===== src/rtl/uart_tx_core_pkg.sv =====
// Shared UART constants and types: LCR/LSR bit positions, TX FSM encodings,
// per-frame configuration snapshot.
package uart_tx_core_pkg;

  // LCR field positions (also used by the register block)
  localparam int LCR_WLS_LO = 0;
  localparam int LCR_WLS_HI = 1;
  localparam int LCR_STB    = 2;
  localparam int LCR_PEN    = 3;
  localparam int LCR_EPS    = 4;
  localparam int LCR_BC     = 6;

  // LSR status bit positions
  localparam int LSR_THRE = 5;
  localparam int LSR_TEMT = 6;

  typedef enum logic [2:0] {
    ST_IDLE   = 3'd0,
    ST_START  = 3'd1,
    ST_DATA   = 3'd2,
    ST_PARITY = 3'd3,
    ST_STOP   = 3'd4
  } tx_state_e;

  // Frame format captured at the THR->shifter transfer
  typedef struct packed {
    logic [1:0] wls;
    logic       stb;
    logic       pen;
    logic       eps;
  } frame_cfg_t;

  // Index of the last data bit for a word-length code (5..8 bits -> 4..7)
  function automatic logic [2:0] last_data_idx(input logic [1:0] wls);
    return {1'b0, wls} + 3'd4;
  endfunction

endpackage


===== src/rtl/uart_tx_core_if.sv =====
// THR write / LSR status bundle between the register block and the TX core.
interface uart_tx_core_if #(
  parameter int UART_LEN = 8
);
  logic                thr_wen;
  logic [UART_LEN-1:0] thr_wdata;
  logic                lsr_thre;
  logic                lsr_temt;
  logic                thre_intr;

  modport master (output thr_wen, thr_wdata, input lsr_thre, lsr_temt, thre_intr);
  modport slave  (input thr_wen, thr_wdata, output lsr_thre, lsr_temt, thre_intr);
endinterface


===== src/rtl/uart_baud_timer.sv =====
// Bit-period timer: latches the divisor at frame start and counts
// OVERSAMPLE*div clocks per bit; half_bit_end marks the mid-bit point.
module uart_baud_timer #(
  parameter int DIV_LEN    = 16,
  parameter int OVERSAMPLE = 16
) (
  input  logic               clk,
  input  logic               rst,
  input  logic               load,
  input  logic               clr,
  input  logic               run,
  input  logic [DIV_LEN-1:0] divisor,
  output logic               bit_end,
  output logic               half_bit_end
);
  // Extra bits so OVERSAMPLE*0xFFFF cannot overflow
  localparam int CNT_W = DIV_LEN + $clog2(OVERSAMPLE);

  logic [DIV_LEN-1:0] div_q;
  logic [CNT_W-1:0]   cnt, term, half_term;

  assign term         = CNT_W'(OVERSAMPLE) * CNT_W'(div_q) - CNT_W'(1);
  assign half_term    = CNT_W'(OVERSAMPLE / 2) * CNT_W'(div_q) - CNT_W'(1);
  assign bit_end      = run && (cnt == term);
  assign half_bit_end = run && (cnt == half_term);

  // Divisor capture and free-running bit counter, wrapping at each bit end
  always_ff @(posedge clk) begin
    if (rst) begin
      div_q <= '0;
      cnt   <= '0;
    end else if (load) begin
      div_q <= divisor;
      cnt   <= '0;
    end else if (clr || !run || bit_end) begin
      cnt <= '0;
    end else begin
      cnt <= cnt + CNT_W'(1);
    end
  end
endmodule


===== src/rtl/uart_tx_core.sv =====
// UART transmit engine: one-entry THR, start/data/parity/stop serialiser,
// LSR THRE/TEMT status and THR-empty interrupt pulse.
module uart_tx_core
  import uart_tx_core_pkg::*;
#(
  parameter int UART_LEN   = 8,
  parameter int DIV_LEN    = 16,
  parameter int OVERSAMPLE = 16
) (
  input  logic               clk,
  input  logic               rst,
  uart_tx_core_if.slave      bus,
  input  logic [DIV_LEN-1:0] divisor,
  input  logic [1:0]         lcr_wls,
  input  logic               lcr_stb,
  input  logic               lcr_pen,
  input  logic               lcr_eps,
  input  logic               lcr_bc,
  output logic               txd
);
  localparam int IDX_W = $clog2(UART_LEN);

  tx_state_e           state, state_nxt;
  frame_cfg_t          cfg_q;
  logic [UART_LEN-1:0] thr_q, shifter, par_mask;
  logic [IDX_W-1:0]    bit_idx, last_idx;
  logic                thr_full, thr_full_q, stop_cnt;
  logic                xfer, bit_end, half_bit_end, frame_done, fsm_txd, par_bit;

  assign xfer     = (state == ST_IDLE) && thr_full && (divisor != '0);
  assign last_idx = IDX_W'(last_data_idx(cfg_q.wls));

  uart_baud_timer #(.DIV_LEN(DIV_LEN), .OVERSAMPLE(OVERSAMPLE)) u_timer (
    .clk          (clk),
    .rst          (rst),
    .load         (xfer),
    .clr          (frame_done),
    .run          (state != ST_IDLE),
    .divisor      (divisor),
    .bit_end      (bit_end),
    .half_bit_end (half_bit_end)
  );

  // Parity covers only the bits actually sent for this word length
  always_comb begin
    par_mask = '0;
    for (int i = 0; i < UART_LEN; i++)
      par_mask[i] = (i <= int'(cfg_q.wls) + 4);
  end
  assign par_bit = ^(shifter & par_mask);

  // State register
  always_ff @(posedge clk) begin
    if (rst) state <= ST_IDLE;
    else     state <= state_nxt;
  end

  // Next state and raw serial level
  always_comb begin
    state_nxt  = state;
    fsm_txd    = 1'b1;
    frame_done = 1'b0;
    case (state)
      ST_IDLE:   if (xfer) state_nxt = ST_START;
      ST_START: begin
        fsm_txd = 1'b0;
        if (bit_end) state_nxt = ST_DATA;
      end
      ST_DATA: begin
        fsm_txd = shifter[bit_idx];
        if (bit_end && bit_idx == last_idx)
          state_nxt = cfg_q.pen ? ST_PARITY : ST_STOP;
      end
      ST_PARITY: begin
        fsm_txd = cfg_q.eps ? par_bit : ~par_bit;
        if (bit_end) state_nxt = ST_STOP;
      end
      ST_STOP: begin
        // Second stop period is a full bit, or half a bit for 5-bit words
        if (!cfg_q.stb)    frame_done = bit_end;
        else if (stop_cnt) frame_done = (cfg_q.wls == 2'd0) ? half_bit_end : bit_end;
        if (frame_done) state_nxt = ST_IDLE;
      end
      default:   state_nxt = ST_IDLE;
    endcase
  end

  // THR, shifter, frame config snapshot and bit/stop counters
  always_ff @(posedge clk) begin
    if (rst) begin
      thr_q      <= '0;
      thr_full   <= 1'b0;
      thr_full_q <= 1'b0;
      shifter    <= '0;
      cfg_q      <= '0;
      bit_idx    <= '0;
      stop_cnt   <= 1'b0;
    end else begin
      // A write racing the transfer refills THR, so it stays full
      if (bus.thr_wen) thr_q <= bus.thr_wdata;
      thr_full   <= bus.thr_wen || (thr_full && !xfer);
      thr_full_q <= thr_full;
      if (xfer) begin
        shifter  <= thr_q;
        cfg_q    <= '{wls: lcr_wls, stb: lcr_stb, pen: lcr_pen, eps: lcr_eps};
        bit_idx  <= '0;
        stop_cnt <= 1'b0;
      end else begin
        if (state == ST_START) bit_idx <= '0;
        else if (state == ST_DATA && bit_end) bit_idx <= bit_idx + IDX_W'(1);
        if (state == ST_STOP && bit_end) stop_cnt <= 1'b1;
      end
    end
  end

  // Outputs held at their idle values while reset is asserted; break only hits txd
  assign txd           = rst || (!lcr_bc && fsm_txd);
  assign bus.lsr_thre  = rst || !thr_full;
  assign bus.lsr_temt  = rst || (!thr_full && state == ST_IDLE);
  assign bus.thre_intr = !rst && !thr_full && thr_full_q;
endmodule


===== src/flat_wrapper.sv =====
// flat-port wrapper written by rule: the top's interface ports become plain ports
module uart_tx_core_flat import uart_tx_core_pkg::*;
#(
  parameter int UART_LEN   = 8,
  parameter int DIV_LEN    = 16,
  parameter int OVERSAMPLE = 16
)
  (clk, rst, divisor, lcr_wls, lcr_stb, lcr_pen, lcr_eps, lcr_bc, txd, bus_thr_wen, bus_thr_wdata, bus_lsr_thre, bus_lsr_temt, bus_thre_intr);
  uart_tx_core_if #(.UART_LEN(UART_LEN)) bus_i ();
  input  logic clk;
  input  logic rst;
  input  logic [DIV_LEN-1:0] divisor;
  input  logic [1:0] lcr_wls;
  input  logic lcr_stb;
  input  logic lcr_pen;
  input  logic lcr_eps;
  input  logic lcr_bc;
  output logic txd;
  input wire logic [$bits(bus_i.thr_wen)-1:0] bus_thr_wen;
  input wire logic [$bits(bus_i.thr_wdata)-1:0] bus_thr_wdata;
  output wire logic [$bits(bus_i.lsr_thre)-1:0] bus_lsr_thre;
  output wire logic [$bits(bus_i.lsr_temt)-1:0] bus_lsr_temt;
  output wire logic [$bits(bus_i.thre_intr)-1:0] bus_thre_intr;
  assign bus_i.thr_wen = bus_thr_wen;
  assign bus_i.thr_wdata = bus_thr_wdata;
  assign bus_lsr_thre = bus_i.lsr_thre;
  assign bus_lsr_temt = bus_i.lsr_temt;
  assign bus_thre_intr = bus_i.thre_intr;
  uart_tx_core #(.UART_LEN(UART_LEN), .DIV_LEN(DIV_LEN), .OVERSAMPLE(OVERSAMPLE)) u_core (.clk(clk), .rst(rst), .bus(bus_i), .divisor(divisor), .lcr_wls(lcr_wls), .lcr_stb(lcr_stb), .lcr_pen(lcr_pen), .lcr_eps(lcr_eps), .lcr_bc(lcr_bc), .txd(txd));
endmodule

===== config.mk =====
export PLATFORM = sky130hd
export DESIGN_NAME = uart_tx_core_flat
export DESIGN_NICKNAME = d
export VERILOG_FILES = /design/src/rtl/uart_tx_core_pkg.sv /design/src/rtl/uart_tx_core_if.sv /design/src/rtl/uart_baud_timer.sv /design/src/rtl/uart_tx_core.sv /design/src/flat_wrapper.sv
export SDC_FILE = /design/constraint.sdc
export NUM_CORES = 1
export LEC_CHECK = 0
export CAP_MARGIN = 20
export CORE_MARGIN = 2
export CORE_UTILIZATION = 30
export DETAILED_ROUTE_END_ITERATION = 8
export SYNTH_ARGS = -nofsm -noshare
export SYNTH_HDL_FRONTEND = slang
export SYNTH_SLANG_ARGS = --single-unit

===== constraint.sdc =====
create_clock -name clk -period 4.5 [get_ports clk]
set_input_delay 0.45 -clock clk [delete_from_list [all_inputs] [get_ports clk]]
set_output_delay 0.45 -clock clk [all_outputs]
set_load 0.005 [all_outputs]

==> flow_metrics.env <==
export IMPL_netlist_area_um2=4100
export IMPL_post_cts_buffers=0
export IMPL_grt_first_pass_wirelength_um=17900
export IMPL_cts_root_buffer="clkbuf_16"
export IMPL_cts_tree="yes"
export IMPL_dp_hpwl_um=7990
export IMPL_start_kind="register"
export IMPL_via_per_inst=5.05
export IMPL_antenna_found_initial=0
export IMPL_max_clock_path_buffers=2
export IMPL_core_um2=13300
export IMPL_wirelength_um=10700
export IMPL_netlist_instances=532
export IMPL_clk_pin_slew_worst_paths_ps=60
export IMPL_hold_viol=0
export IMPL_fin_crit_sh_pct=83.9
export IMPL_p_int_w=0.00119
export IMPL_avgSynthCellArea_um2=7.70
export IMPL_power_leakage_nw=1.61
export IMPL_wl_met1_um=5200
export IMPL_ant_nets=0
export IMPL_yosysUniqueCellTypes=65
export IMPL_p_sw_w=0.000506
export IMPL_fp_dieW_um=121
export IMPL_highest_layer="met4"
export IMPL_post_place_ws_ps=801
export IMPL_dieArea_um2=14600
export IMPL_worstSetupPathType="register to register"
export IMPL_slew_headroom_pct=33.1
export IMPL_clockPowerShare_pct=41.9
export IMPL_period_needed_ps=3770
export IMPL_drt_iter0_markers=211
export IMPL_syn2layout_area_growth_pct=17.3
export IMPL_rsz0062_at_grt="false"
export IMPL_setup_slack_ps=726
export IMPL_fin_tns_setup_ps=0
export IMPL_maxCapViolations=0
export IMPL_ys_seq_area_share_pct=32.3
export IMPL_clk_latency_ps=330
export IMPL_combPwrFrac_pct=20.1
export IMPL_worst_ep_required_time_ps=4690
export IMPL_crit_path_end_kind="register"
export IMPL_ys_warn_count=0
export IMPL_globalplace_congestion=0.910
export IMPL_cts_buffers=9
export IMPL_fp_dieH_um=121
export IMPL_synth_largest_area_cell="dfxtp_1"
export IMPL_wl_met2_um=4690
export IMPL_fin_worst_skew_ps=5.00
export IMPL_drc_errors=0
export IMPL_synth_seq_cells=66
export IMPL_finalNetCount=575
export IMPL_routed_via_count=3636
export IMPL_port_buffer_count=36
export IMPL_yosys_top_cells_area="dfxtp_1 (32%), xnor2_1 (7.9%), nand2_1 (7.7%), xor2_1 (5.3%), a21oi_1 (5.3%)"
export IMPL_peakVddDrop_v=0.000130
export IMPL_power_density_nw_per_um2=353
export IMPL_insertedDiodeCount=0
export IMPL_wl_per_cell_um=14.8
export IMPL_setup_viol=0
export IMPL_clock_sinks=66
export IMPL_layout_common_cells="nand2_1 (84), dfxtp_1 (66), nor2_1 (51)"
export IMPL_pin_count=37
export IMPL_grt_pass1_vias=3651
export IMPL_grt_usage_pct=15.4
export IMPL_synth_edff_count=0
export IMPL_start_util_pct=30.8
export IMPL_hold_buffers=0
export IMPL_status="completed"
export IMPL_htree_levels=3
export IMPL_grt_max_degree=50
export IMPL_drive_above_1_share_pct=6.99
export IMPL_slew_viol_final=0
export IMPL_crit_arrival_ps=3970
export IMPL_syn_nets=568
export IMPL_synth_top_area_share_pct=32.3
export IMPL_p_seq_share_pct=38.0
export IMPL_final_common_cell="nand2_1"
export IMPL_drt_pass1_iterations=4
export IMPL_fmax_mhz=265
export IMPL_synth_ff_type="dfxtp_1"
export IMPL_dr_wl_met3_um=482
export IMPL_worst_slew_pin_slew_ps=1000
export IMPL_cts_resized=0
export IMPL_min_path_type="register to register"
export IMPL_async_reset_ff_share_pct=0
export IMPL_gr_total_overflow=0
export IMPL_fp_row_count=42
export IMPL_crit_path_max_fanout=19
export IMPL_swShare_pct=29.9
metal layers:
metal  GRT usage [%]  vias to the layer above
met5               0                        -
met4            8.07                        0
met3            2.96                       20
met2            24.0                       89
met1            20.2                     1672
li1                -                     1855
cells in the mapped netlist, drive strengths merged, types with 11 or more instances:
library cell	count
nor4	12
a21oi	43
buf	11
inv	15
nor2	52
xnor2	37
clkbuf	32
nor3	18
nand3	17
nand2	84
xor2	25
mux2i	11
o21ai	15
dfxtp	66
final cells by class:
| type | count | area, um^2 |
|---|---|---|
| Sequential cell | 66 | 1320 |
| Fill cell | 1403 | 8490 |
| Clock inverter | 7 | 76.3 |
| Tap cell | 176 | 220 |
| Clock buffer | 9 | 225 |
| Multi-Input combinational cell | 408 | 2530 |
| Timing Repair Buffer | 39 | 378 |
| Inverter | 15 | 56.3 |
sequential cells by signal (all words and copies together), names as in the netlist:
register,cells
u_core.cfg_q,5
u_core.thr_full_q,1
u_core.state,3
u_core.bit_idx,3
u_core.stop_cnt,1
u_core.shifter,8
u_core.thr_full,1
u_core.u_timer.cnt,20
u_core.thr_q,8
u_core.u_timer.div_q,16
path summary, 6_finish.rpt:
kind,start,endpoint,slack (ps),cells past startpoint
setup reg to reg,u_core.u_timer.div_q[0],u_core.u_timer.cnt[6],730,10
setup / recovery,u_core.u_timer.div_q[0],u_core.u_timer.cnt[6],730,10
hold reg to reg,u_core.u_timer.cnt[0],u_core.u_timer.cnt[0],450,1
hold / removal,u_core.u_timer.cnt[0],u_core.u_timer.cnt[0],450,1
power groups by stage:
stage	logic [W]	clock network [W]	registers, W
floorplan	0.000265	0	0.000631
global placement	0.000339	0	0.000654
detailed placement	0.000337	0	0.000656
CTS	0.000339	0.000726	0.000643
global route	0.000376	0.000752	0.000649
finish	0.000341	0.000711	0.000644
worst max-delay path: stages (launching register included):
cell	delay [ps]
dfxtp_1	400
inv_1	90
ha_1	260
nor3b_2	500
nand4_1	450
xnor2_1	300
o21ai_0	130
or3_2	470
nor3b_4	310
or3_1	590
nor2_1	120
cells by family after synthesis:
logic type	after synthesis	synth area share (%)
adders and majority gates	3	0.916
and+or+nand+nor	232	28.7
DFF	66	32.3
muxes	14	4.06
buffers and inverters	58	6.08
xor gates and xnor gates	62	13.3
AOI/OAI and AO/OA	97	14.7
metrics by stage:
| stage | hold WS (ps) | cells | util [%] | area, um^2 | power, W |
|---|---|---|---|---|---|
| 6_report | 455 | 720 | 36.1 | 4800 | 0.00170 |
| 5_1_grt | 485 | 720 | 36.1 | 4800 | 0.00178 |
| 4_1_cts | 457 | 720 | 36.1 | 4800 | 0.00171 |
| 3_5_place_dp | 439 | 704 | 33.9 | 4500 | 0.000992 |
| 3_3_place_gp | 424 | 704 | 33.9 | 4500 | 0.000993 |
| 2_1_floorplan | 417 | 532 | - | 4100 | 0.000896 |
Note: power is estimated with default switching activity, not from simulation.
